--- src/rtl/uart_tx_serializer.sv ---
// FIFO-draining 8N1 UART transmitter: pops one byte per frame and shifts it out LSB-first.
// Define UART_TX_PARITY_EN to insert an even-parity bit between the data and stop bits.
module uart_tx_serializer #(
  parameter int CLK_FREQ  = 50_000_000,
  parameter int BAUD_RATE = 115200,
  parameter int DATA_BITS = 8,
  parameter int STOP_BITS = 1
) (
  input  logic                 clk,
  input  logic                 rst_n,
  input  logic                 fifo_empty,
  input  logic [DATA_BITS-1:0] fifo_data,
  output logic                 fifo_rd_en,
  output logic                 tx,
  output logic                 busy
);

  localparam int CLKS_PER_BIT = CLK_FREQ / BAUD_RATE;
  localparam int CNT_W = $clog2(CLKS_PER_BIT);
  localparam logic [CNT_W-1:0] BAUD_LAST = CNT_W'(CLKS_PER_BIT - 1);
  localparam logic [2:0] DATA_LAST = 3'(DATA_BITS - 1);
  localparam logic [2:0] STOP_LAST = 3'(STOP_BITS - 1);

  typedef enum logic [2:0] {
    IDLE,
    REQ,
    LOAD,
    START,
    DATA,
`ifdef UART_TX_PARITY_EN
    PARITY,
`endif
    STOP
  } state_t;

  state_t               state_q, state_d;
  logic [CNT_W-1:0]     baud_q, baud_d;
  logic [2:0]           bit_q, bit_d;
  logic [DATA_BITS-1:0] shift_q, shift_d;
  logic                 tx_d, rd_en_d, busy_d;
  logic                 baud_last;
`ifdef UART_TX_PARITY_EN
  logic                 parity_q, parity_d;
`endif

  assign baud_last = (baud_q == BAUD_LAST);

  always_ff @(posedge clk or negedge rst_n) begin
    if (!rst_n) begin
      state_q    <= IDLE;
      baud_q     <= '0;
      bit_q      <= '0;
      shift_q    <= '0;
      tx         <= 1'b1;
      fifo_rd_en <= 1'b0;
      busy       <= 1'b0;
`ifdef UART_TX_PARITY_EN
      parity_q   <= 1'b0;
`endif
    end else begin
      state_q    <= state_d;
      baud_q     <= baud_d;
      bit_q      <= bit_d;
      shift_q    <= shift_d;
      tx         <= tx_d;
      fifo_rd_en <= rd_en_d;
      busy       <= busy_d;
`ifdef UART_TX_PARITY_EN
      parity_q   <= parity_d;
`endif
    end
  end

  // bit_q counts data bits in DATA and stop bits in STOP; baud_q wraps at every bit boundary
  always_comb begin
    state_d = state_q;
    baud_d  = baud_q;
    bit_d   = bit_q;
    shift_d = shift_q;
    tx_d    = tx;
    rd_en_d = 1'b0;
    busy_d  = busy;
`ifdef UART_TX_PARITY_EN
    parity_d = parity_q;
`endif
    case (state_q)
      IDLE: begin
        tx_d = 1'b1;
        if (!fifo_empty) begin
          rd_en_d = 1'b1;
          busy_d  = 1'b1;
          state_d = REQ;
        end
      end
      REQ: state_d = LOAD;
      LOAD: begin
        shift_d = fifo_data;
`ifdef UART_TX_PARITY_EN
        parity_d = ^fifo_data;
`endif
        tx_d    = 1'b0;
        baud_d  = '0;
        state_d = START;
      end
      START: begin
        if (baud_last) begin
          baud_d  = '0;
          tx_d    = shift_q[0];
          bit_d   = '0;
          state_d = DATA;
        end else begin
          baud_d = baud_q + 1'b1;
        end
      end
      DATA: begin
        if (baud_last) begin
          baud_d  = '0;
          shift_d = shift_q >> 1;
          if (bit_q == DATA_LAST) begin
            bit_d = '0;
`ifdef UART_TX_PARITY_EN
            tx_d    = parity_q;
            state_d = PARITY;
`else
            tx_d    = 1'b1;
            state_d = STOP;
`endif
          end else begin
            bit_d = bit_q + 3'd1;
            tx_d  = shift_q[1];
          end
        end else begin
          baud_d = baud_q + 1'b1;
        end
      end
`ifdef UART_TX_PARITY_EN
      PARITY: begin
        if (baud_last) begin
          baud_d  = '0;
          bit_d   = '0;
          tx_d    = 1'b1;
          state_d = STOP;
        end else begin
          baud_d = baud_q + 1'b1;
        end
      end
`endif
      STOP: begin
        tx_d = 1'b1;
        if (baud_last) begin
          baud_d = '0;
          if (bit_q == STOP_LAST) begin
            bit_d   = '0;
            busy_d  = 1'b0;
            state_d = IDLE;
          end else begin
            bit_d = bit_q + 3'd1;
          end
        end else begin
          baud_d = baud_q + 1'b1;
        end
      end
      default: state_d = IDLE;
    endcase
  end

endmodule

--- config.mk ---
export PLATFORM = sky130hd
export DESIGN_NAME = uart_tx_serializer
export DESIGN_NICKNAME = d
export VERILOG_FILES = /design/src/rtl/uart_tx_serializer.sv
export SDC_FILE = /design/constraint.sdc
export NUM_CORES = 1
export LEC_CHECK = 0
export ABC_AREA = 0
export BUFFER_PORTS_ARGS = -buffer_cell sky130_fd_sc_hd__buf_4
export CORE_UTILIZATION = 55
export CTS_CLUSTER_DIAMETER = 60
export DETAILED_ROUTE_END_ITERATION = 7
export GPL_TIMING_DRIVEN = 0
export PLACE_DENSITY = 0.75
export REMOVE_ABC_BUFFERS = 1
export SETUP_SLACK_MARGIN = 0.1
export SLEW_MARGIN = 15
export SYNTH_ARGS = -nofsm -noshare
export SYNTH_HDL_FRONTEND = slang
export SYNTH_SLANG_ARGS = --single-unit
--- constraint.sdc ---
create_clock -name clk -period 2.2 [get_ports clk]
set_clock_uncertainty 0.15 [all_clocks]
set_input_delay 0.11 -clock clk [delete_from_list [all_inputs] [get_ports clk]]
set_output_delay 0.11 -clock clk [all_outputs]
set_load 0.005 [all_outputs]
==> impl_metrics.ini <==
[cts]
clk_latency_ns = 0.32
cts_num_sinks = 26
cts-root-buf = clkbuf_4
clockBufferDepth = 2
cts_tree = done
cts_buffers = 3
htreeDepth = 1
clk_pin_slew_ns = 0.14

[logic_synthesis]
synth_edf_count = 0
synth_top_area_cell = dfrtp_1
synth.avg_cell_area_um2 = 9.73
synth_seq_area_share = 0.453
syn_area_um2 = 1440
syn_inst = 148
yosysUniqueCellTypes = 41
ys.warnings.count = 0
synth-async-reset-ratio = 1.00
ys_ff_latch = 26
ys.flop_type = dfrtp_1
synth_top_area_frac = 0.434
netlist_top_cells_area = dfrtp_1 (43%), mux2i_1 (6.3%), o21ai_0 (5.2%), nand2_1 (4.7%), ha_1 (4.3%)

[timing]
rsz0062_at_grt = no
finalSetupViolations = 0
drv_slew = 0
final-hold-violation-count = 0
fin_crit_sh = 0.868
postLayoutSetupSlackWorst_ns = 0.291
tightest_slew_ns = 0.537
fin_hold_ws_ns = 0.0545
fmax_ghz = 0.524
maxSlewHeadroom = 0.641
finalCriticalPeriod_ns = 1.91

[power]
power.density_nw_per_um2 = 1040
cellLeakagePower_uw = 0.000766
finalPower_uw = 1780
ir_worst_vdd_uv = 693

[grt]
overflow = 0
grt_pass1_wl_um = 4940
grt_start_max_net_pins = 27
antenna_found_initial = 0
gr-usage-all-layers = 0.243
grt_pass1_vias = 1201

[place]
io_buffers = 13
postPlaceCellArea_um2 = 1550
place_congestion = 0.761
hpwlAfterDp_um = 1900
dp_worst_setup_slack_ns = -0.158

[worst_setup_path]
cp_max_fo = 6
crit_type = reg2reg
cp.required_ns = 2.27
max_stage_delay_ns = 0.46
end_kind = flop
crit_path_start_kind = flop
crit_arrival_ns = 1.98
cpMaxStageDelayCell = dfrtp_1
path_cells = ha_1, and4_1, nand2_1, o21ai_0, a221o_1

[flow_run]
maxCapViolCount = 0

[route]
avgViaCountPerCell = 5.85
drt_iter0_markers = 12
wl_per_cell_um = 14.3
wl_met1_um = 1290
dr_wl_met3_um = 92
wl_um = 2850
drt_pass1_iterations = 4
ant_nets = 0
drc = 0
met2_length_um = 1440
vias = 1169
top_layer = met4

[finish]
n_antenna_cell = 0
multi_input_area_um2 = 763
syn_to_final_growth_pct = 19.7
final_util = 0.696
seq_area_um2 = 656
drive_gt1_frac = 0.159
final_area_um2 = 1720
fin_nets = 187
fill_cells = 201

[floorplan]
die_area_um2 = 2830
fp.dieW_um = 53.2
io_pins = 14
start_util = 0.581
die_h_um = 53.2
rows = 18
core_area_um2 = 2480

[hold_path]
hp-class = in2async

[outcome]
status = finished clean
==> per-layer routing <==
layer	vias up	global-route usage
li1	586	-
met3	7	0.0460
met4	0	0.0921
met2	29	0.437
met1	547	0.280
met5	-	0
==> cell type report <==
cell class | count | area share
Multi-Input combinational cell | 110 | 0.443
Sequential cell | 26 | 0.380
Timing Repair Buffer | 25 | 0.123
Tap cell | 30 | 0.0218
Clock buffer | 4 | 0.0210
Inverter | 5 | 0.0109
==> final timing paths <==
check	start	slack, ns	depth (start not counted)	end
min reg2reg	shift_q[4]	0.36	2	shift_q[4]
max	baud_q[0]	0.29	5	state_q[2]
min in group clk	fifo_empty	0.35	3	fifo_rd_en
min	rst_n	0.05	2	baud_q[4]
max reg2reg	baud_q[0]	0.29	5	state_q[2]
max in group asynchronous	rst_n	1.55	2	tx
==> power breakdown <==
group / total (uW) / switching [uW] / internal, uW
sequential: 817 / 192 / 626
combinational: 724 / 372 / 352
clock: 243 / 142 / 101
==> metrics by stage <==
stage | instances | TNS, ns
2_1_floorplan | 141 | -1.83
3_3_place_gp | 184 | -5.05
3_5_place_dp | 184 | -1.01
4_1_cts | 199 | 0
5_1_grt | 200 | 0
6_report | 200 | 0
==> cell usage after synthesis, drive strengths merged, types with 2 or more instances <==
cell type	number
dfrtp	25
nand2	18
o21ai	15
mux2i	9
nor2	8
nand2b	7
a21oi	5
ha	5
inv	5
a31oi	4
buf	4
nand3	4
clkbuf	3
nor3b	3
o22ai	3
a21o	2
a221o	2
a22o	2
nand4	2
nor3	2
nor4	2
==> critical path, delay by kind of cell (launching register included) <==
family | cells | cell delay (ns)
AO/OA/AOI/OAI | 2 | 0.57
flip-flops | 1 | 0.46
AND/OR/NAND/NOR | 2 | 0.42
adder cells (fa/ha/maj) | 1 | 0.21
==> state kept, by name (all words and copies together), names as in the netlist <==
name	flops
baud_q	9
bit_q	3
busy	1
fifo_rd_en	1
shift_q	8
state_q	3
tx	1
==> kinds of logic after synthesis <==
| logic type | after synthesis | synth area share |
|---|---|---|
| AO/OA/AOI/OAI | 40 | 0.182 |
| adder cells (fa/ha/maj) | 5 | 0.0434 |
| multiplexers | 10 | 0.0704 |
| flip-flops | 26 | 0.453 |
| AND/OR/NAND/NOR | 55 | 0.215 |
| buffers and inverters | 12 | 0.0374 |
==> repair_timing <==
item | 4_1_cts | 5_1_grt
setup endpoints to repair | 8 | 1
hold buffers | 10 | 0
hold endpoints to repair | 36 | 0
pin swaps | 0 | 1
setup buffers | 1 | 1
gates resized for setup | 4 | 2
==> placed cells by master, fill, tap and decap left out, drive strengths merged, types with 2 or more instances in the layout <==
cell / netlist / final
nand4: 2 / 2
inv: 5 / 5
a221o: 2 / 2
nor3: 2 / 2
o21ai: 15 / 15
buf: 4 / 15
dfrtp: 25 / 25
a22o: 2 / 2
clkbuf: 3 / 4
a31oi: 4 / 4
dlygate4sd3: 0 / 10
a21oi: 5 / 5
nand2b: 7 / 7
mux2i: 9 / 9
nor4: 2 / 2
a21o: 2 / 2
nor2: 8 / 8
o22ai: 3 / 3
nand3: 4 / 4
nand2: 18 / 18
ha: 5 / 5
nor3b: 3 / 3
(Power assumes the default switching activity.)
